<file path="src/rtl/mod_fetch.sv">
// mod_fetch: instruction-fetch stage of the 16-bit pipelined CPU.
//
// Owns the PC register, the instruction-memory request handshake and the
// IF/ID pipeline register. Handles hazard stalls (with a one-word hold
// buffer so a returned word is never lost), taken branch/jump redirects
// from decode, HLT freeze, and variable-latency memory.
//
// Ports:
//   clk         system clock, rising edge
//   rst         asynchronous active-low reset
//   stall       hazard unit: hold IF/ID and PC this cycle
//   taken       decode: branch/jump in ID resolved taken
//   new_pc      decode: redirect target (valid with taken)
//   halt        decode: HLT in ID
//   imem_req    instruction-memory request
//   imem_addr   fetch byte address
//   imem_ready  memory returns imem_data this cycle
//   imem_data   fetched instruction word
//   instruction IF/ID: instruction to decode
//   pc          IF/ID: fetch address + 2 of that instruction
//   valid       IF/ID holds a real instruction (0 = bubble)
//   halted      fetch frozen by HLT
module mod_fetch #(
  parameter logic [15:0] RESET_PC  = 16'h0000,
  parameter logic [15:0] NOP_INSTR = 16'h0000
) (
  input  logic        clk,
  input  logic        rst,
  input  logic        stall,
  input  logic        taken,
  input  logic [15:0] new_pc,
  input  logic        halt,
  output logic        imem_req,
  output logic [15:0] imem_addr,
  input  logic        imem_ready,
  input  logic [15:0] imem_data,
  output logic [15:0] instruction,
  output logic [15:0] pc,
  output logic        valid,
  output logic        halted
);

  typedef enum logic [1:0] {
    FETCH  = 2'd0,
    WAIT   = 2'd1,
    HOLD   = 2'd2,
    HALTED = 2'd3
  } state_t;

  state_t      state, state_n;
  logic [15:0] pc_reg, pc_reg_n;
  logic [15:0] instr_n, pc_out_n;
  logic        valid_n, halted_n;
  logic [15:0] hold_instr, hold_instr_n;
  logic [15:0] hold_pc, hold_pc_n;
  logic        discard, discard_n;
  logic [15:0] redirect_pc, redirect_pc_n;
  logic        bubble;
  logic        req_active;
  logic        do_halt;
  logic        do_redirect;
  logic [15:0] pc_plus2;

  // The request is gated by rst itself so that asserting reset while a
  // fetch is outstanding drops the request at once, without a clock edge.
  // The address always comes from pc_reg; a redirect that arrives while a
  // request is in flight is parked in redirect_pc so the address stays
  // stable until the memory answers.
  always_comb begin
    req_active  = (state == FETCH) || (state == WAIT);
    imem_req    = req_active && rst;
    imem_addr   = pc_reg;
    pc_plus2    = pc_reg + 16'd2;
    do_halt     = halt && !stall && !halted;
    do_redirect = taken && !stall && !halt && !halted;
  end

  // Next-state and next-register logic. Halt beats redirect, and both beat
  // any word accepted in the same cycle. A redirect or halt that meets an
  // unanswered request sets discard: the word is drained and dropped, then
  // fetch resumes at the parked target (or freezes if halted).
  always_comb begin
    state_n       = state;
    pc_reg_n      = pc_reg;
    instr_n       = instruction;
    pc_out_n      = pc;
    valid_n       = valid;
    halted_n      = halted;
    hold_instr_n  = hold_instr;
    hold_pc_n     = hold_pc;
    discard_n     = discard;
    redirect_pc_n = redirect_pc;
    bubble        = 1'b0;

    case (state)
      FETCH, WAIT: begin
        if (!imem_ready) begin
          state_n = WAIT;
          if (do_halt) begin
            halted_n  = 1'b1;
            discard_n = 1'b1;
            bubble    = 1'b1;
          end else if (do_redirect) begin
            discard_n     = 1'b1;
            redirect_pc_n = new_pc;
            bubble        = 1'b1;
          end
        end else if (discard) begin
          discard_n = 1'b0;
          if (halted || do_halt) begin
            state_n  = HALTED;
            halted_n = 1'b1;
            bubble   = do_halt;
          end else begin
            state_n  = FETCH;
            pc_reg_n = do_redirect ? new_pc : redirect_pc;
            bubble   = do_redirect;
          end
        end else if (do_halt) begin
          state_n  = HALTED;
          halted_n = 1'b1;
          bubble   = 1'b1;
        end else if (do_redirect) begin
          state_n  = FETCH;
          pc_reg_n = new_pc;
          bubble   = 1'b1;
        end else if (stall) begin
          hold_instr_n = imem_data;
          hold_pc_n    = pc_plus2;
          pc_reg_n     = pc_plus2;
          state_n      = HOLD;
        end else begin
          instr_n  = imem_data;
          pc_out_n = pc_plus2;
          valid_n  = 1'b1;
          pc_reg_n = pc_plus2;
          state_n  = FETCH;
        end
      end

      HOLD: begin
        if (do_halt) begin
          state_n  = HALTED;
          halted_n = 1'b1;
          bubble   = 1'b1;
        end else if (do_redirect) begin
          state_n  = FETCH;
          pc_reg_n = new_pc;
          bubble   = 1'b1;
        end else if (!stall) begin
          instr_n  = hold_instr;
          pc_out_n = hold_pc;
          valid_n  = 1'b1;
          state_n  = FETCH;
        end
      end

      HALTED: begin
        state_n = HALTED;
      end

      default: begin
        state_n = FETCH;
      end
    endcase

    if (bubble) begin
      instr_n  = NOP_INSTR;
      pc_out_n = RESET_PC;
      valid_n  = 1'b0;
    end
  end

  // State register plus all fetch-stage storage, cleared asynchronously.
  always_ff @(posedge clk or negedge rst) begin
    if (!rst) begin
      state       <= FETCH;
      pc_reg      <= RESET_PC;
      instruction <= NOP_INSTR;
      pc          <= RESET_PC;
      valid       <= 1'b0;
      halted      <= 1'b0;
      hold_instr  <= NOP_INSTR;
      hold_pc     <= RESET_PC;
      discard     <= 1'b0;
      redirect_pc <= RESET_PC;
    end else begin
      state       <= state_n;
      pc_reg      <= pc_reg_n;
      instruction <= instr_n;
      pc          <= pc_out_n;
      valid       <= valid_n;
      halted      <= halted_n;
      hold_instr  <= hold_instr_n;
      hold_pc     <= hold_pc_n;
      discard     <= discard_n;
      redirect_pc <= redirect_pc_n;
    end
  end

endmodule

</file>
<file path="config.mk">
export PLATFORM = sky130hd
export DESIGN_NAME = mod_fetch
export DESIGN_NICKNAME = d
export VERILOG_FILES = /design/src/rtl/mod_fetch.sv
export SDC_FILE = /design/constraint.sdc
export NUM_CORES = 1
export LEC_CHECK = 0
export CORE_MARGIN = 2
export CORE_UTILIZATION = 47
export CTS_CLUSTER_DIAMETER = 30
export DETAILED_ROUTE_END_ITERATION = 7
export PLACE_DENSITY = 0.83
export SLEW_MARGIN = 20
export SYNTH_ARGS = -nofsm -noshare
export SYNTH_HDL_FRONTEND = slang
export SYNTH_SLANG_ARGS = --single-unit
</file>
<file path="constraint.sdc">
create_clock -name clk -period 2.1 [get_ports clk]
set_clock_uncertainty 0.15 [all_clocks]
set_input_delay 0.42 -clock clk [delete_from_list [all_inputs] [get_ports clk]]
set_output_delay 0.42 -clock clk [all_outputs]
set_load 0.05 [all_outputs]
</file>
==> impl.org <==
** Logic synthesis
- Sequential elements use between 50% and 60% of the synthesized area.
- Synth async-reset ratio :: 100%
- Synth Flop Type :: dfrtp_1
- Syn nets :: around 570
- YS warnings :: 0
- Number of enable flip-flop cells after synthesis :: 0
- Yosys mapped the design onto 55 distinct sky130hd cell types.
- Post-synthesis area per instance :: 9.26 µm²
- Netlist area before placement :: between 4000 and 5000 µm²
- Synthesis inferred 101 register bits.
- Count of mapped cells out of synthesis :: 527

** Timing
- For the pin with the worst max-slew slack, the measured transition is around 0.54 ns.
- Setup repair after global routing missed its margin :: true
- The final hold violation count is 28.
- Across all setup checks in the final design, the least slack found is -0.0156 ns.
- Setup violations remaining at the end of the flow were counted as 9.
- The worst pin sits at a relative slew slack of approximately 64%.
- Min Clock Period, post-route :: 2.12 ns
- Derived from the worst setup path, the maximum achievable clock frequency is roughly 470 MHz.
- Fin Hold WS :: -0.0412 ns
- The max-slew violation count was 0.
- Portion of the clock cycle consumed by the worst path in the final layout :: 101%

** Cells and area
- The filler cells instantiated in the layout total 850.
- Inserted Diodes :: 0
- After the last flow step, the layout net total stands at just under 700.
- In the final layout, flip-flops and latches occupy approximately 2500 µm².
- Multi-input logic area :: 2210 µm²
- Relative to the synthesized area, the layout overhead comes to 33.4%.
- At the end of the flow the core is filled with cells to between 60 and 70%.
- In the layout the commonest cells are nand2_1, dfrtp_1, buf_4, nor2_1, clkdlybuf4s50_1.
- In the final layout, the share of cells above drive strength 1 is a little under a quarter.
- The library cell used most frequently in the layout, excluding fill and tap cells, is nand2_1.
- After routing the design area is approximately 6500 µm².

** GRT
- First-pass GRT wire length :: approximately 21 mm
- Largest net degree at the start of global routing :: about 100
- Global routing finished with a remaining overflow of 0.
- Overall track demand over capacity in global routing :: between 20% and 30%
- The initial antenna violation count was 0.
- Vias in the first global route :: about 4.2k

** Floorplan
- Placement row count :: 37
- Effective utilization at floorplan :: 47.9%
- Die Y :: 106 µm
- I/O pin count :: 89
- DIE WIDTH :: approximately 110 µm
- The die covers 11200 µm².
- The total area inside the core boundary comes to 10200 µm².

** Clocking
- Setup bufs post-CTS :: 0
- The clock passes through at most 2 buffers.
- The tree is rooted in a clkbuf_8.
- Inserted Clock Buffers :: 9
- Worst-skew pair later-pin latency :: about 0.36 ns
- Clock-pin slew was measured on the worst setup and hold paths at between 0.1 and 0.15 ns.
- Clock tree from TritonCTS :: yes
- CTS H-Tree Depth :: 3
- Clock net sink count :: ~100

** Power
- Leakage power figure :: between 3 and 4 nW
- Proportion of total power due to net switching :: a little under half
- Sequential cell fraction of total power :: 33.5%
- Switch Pwr :: between 4 and 5 mW
- Clock group share of total power :: 13.2%
- Combinational share of power :: 53.3%
- Int Power :: ~5.2 mW
- IR drop worst, VDD :: 0.762 mV
- In this run the power density over the cells is roughly 1500 nW/µm².

** Min path
- Worst min-delay path class :: in2async

** Detailed routing
- In this run the remaining antenna-violating nets after routing total 0.
- The highest metal layer carrying signal wires in the routed design is met4.
- In the final routing, the length of wire on met1 measures about 5.6 mm.
- Dividing the detail-routed via count by the number of cells gives 5.56.
- Count of unresolved DRC violations after routing :: 0
- Detailed routing inserted a total of around 4.4k vias.
- WL per Instance :: 16.2 µm
- The first routing iteration left around 220 violations.
- Pre-Repair DR Iteration Count :: 5
- WL met2 :: 5.95 mm
- Detailed route wirelength on metal3 :: 987 µm
- Total Routed Length :: roughly 13 mm

** Flow run
- Maximum capacitance violations :: 0

** Setup path
- Data arrival, critical path :: around 2.2 ns
- Type of element capturing the critical path :: flop
- The worst setup path is of the reg2reg kind.
- For the worst setup path, the data required time is about 2.2 ns.
- Along the worst path, the maximum fanout reaches 8.
- The setup check on the worst reg-to-reg path leaves a slack of -0.02 ns.
- CP Launch Type :: flop

** Place
- Routability-driven placement congestion ratio :: between 0.9 and 1
- PortBufs :: ~90
- Detail Placement HPWL :: slightly above 9 mm
- Worst-case setup slack after placement :: -0.488 ns
- The placed instances occupy a cell area of between 6000 and 7000 µm².

** Run status
- Violations in the final reports :: hold timing, setup timing
- The run finished, with violations left.
==> final timing paths <==
check	start	end	depth (start not counted)
worst max register to register	halted$_DFFE_PN0P_	redirect_pc[11]$_DFFE_PN0P_	4
min in group clk	hold_instr[15]$_DFFE_PN0P_	hold_instr[15]$_DFFE_PN0P_	2
worst max-delay path	halted$_DFFE_PN0P_	redirect_pc[11]$_DFFE_PN0P_	4
worst min-delay path	rst	hold_pc[14]$_DFFE_PN0P_	2
worst min register to register	hold_instr[15]$_DFFE_PN0P_	hold_instr[15]$_DFFE_PN0P_	2
max in group asynchronous	rst	imem_addr[6]$_DFFE_PN0P_	2
==> synth_stat cells (all sizes together) (3+ instances only) <==
master  number  area [µm²]
nand2b       4        25.0
o211ai       4        30.0
a21oi       20         100
mux2i        7        70.1
nand2      145         544
and3         6        37.5
a211o        4        35.0
and2         3        18.8
a21o         3        22.5
or3          4        25.0
o21ai       26         130
buf          9        75.1
nor2        44         165
inv          3        11.3
dfrtp      101        2530
mux2        16         218
nor2b        4        25.0
nor4         3        18.8
nand3       15        75.1
xnor2        9        78.8
nor3         8        40.0
a221oi       3        26.3
a311oi      19         166
o22ai        3        18.8
xor2         3        26.3
clkbuf      28         105
==> power by group through the flow <==
stage               Combinational (mW)  Clock [mW]  Sequential [mW]
finish                            5.21        1.29             3.28
global route                      5.60        1.39             3.37
CTS                               5.18        1.30             3.26
detailed placement                5.22           0             3.31
global placement                  5.12           0             3.26
floorplan                         1.87           0             4.62
==> kinds of logic after synthesis <==
family,after synthesis,share of synthesized area (%)
adders and majority gates,1,0.256
buffers and inverters,42,4.08
muxes,23,5.90
and+or+nand+nor,244,21.2
AOI/OAI and AO/OA,104,14.6
DFF,101,51.8
xor gates and xnor gates,12,2.15
==> layout make-up <==
| cell class | instances | share of cell area [%] |
|---|---|---|
| inverter | 5 | 0.346 |
| sequential | 101 | 39.0 |
| timing repair buffer | 147 | 20.9 |
| clock inverter | 7 | 1.25 |
| multi-input combinational | 384 | 34.0 |
| clock buffer | 9 | 1.90 |
| tap | 136 | 2.61 |
==> repair_timing <==
action                     4_1_cts  5_1_grt
setup endpoints to repair       31       33
pin swaps                        1        2
hold buffers                     0        0
gates resized for setup         15       19
gates cloned                     1        0
==> metrics by stage <==
step	instances	power [mW]	setup TNS, ns
6_report	789	9.78	-0.0826
5_1_grt	789	10.4	-0.364
4_1_cts	789	9.75	-0.0280
3_5_place_dp	772	8.53	-19.73
3_3_place_gp	772	8.38	-18.22
2_1_floorplan	527	6.49	-2.62
==> worst max-delay path, cell delays in order (launching register included) <==
cell and delay, ns:
dfrtp_2 0.42, or4b_4 0.56, or3_4 0.41, buf_12 0.17, mux2_4 0.29
==> per-layer routing <==
layer / GRT usage [%] / vias up
li1: - / 2072
met1: 33.3 / 2095
met2: 36.5 / 192
met3: 3.80 / 24
met4: 7.80 / 0
met5: 0 / -
No activity file was read; power rests on OpenSTA's default activity.
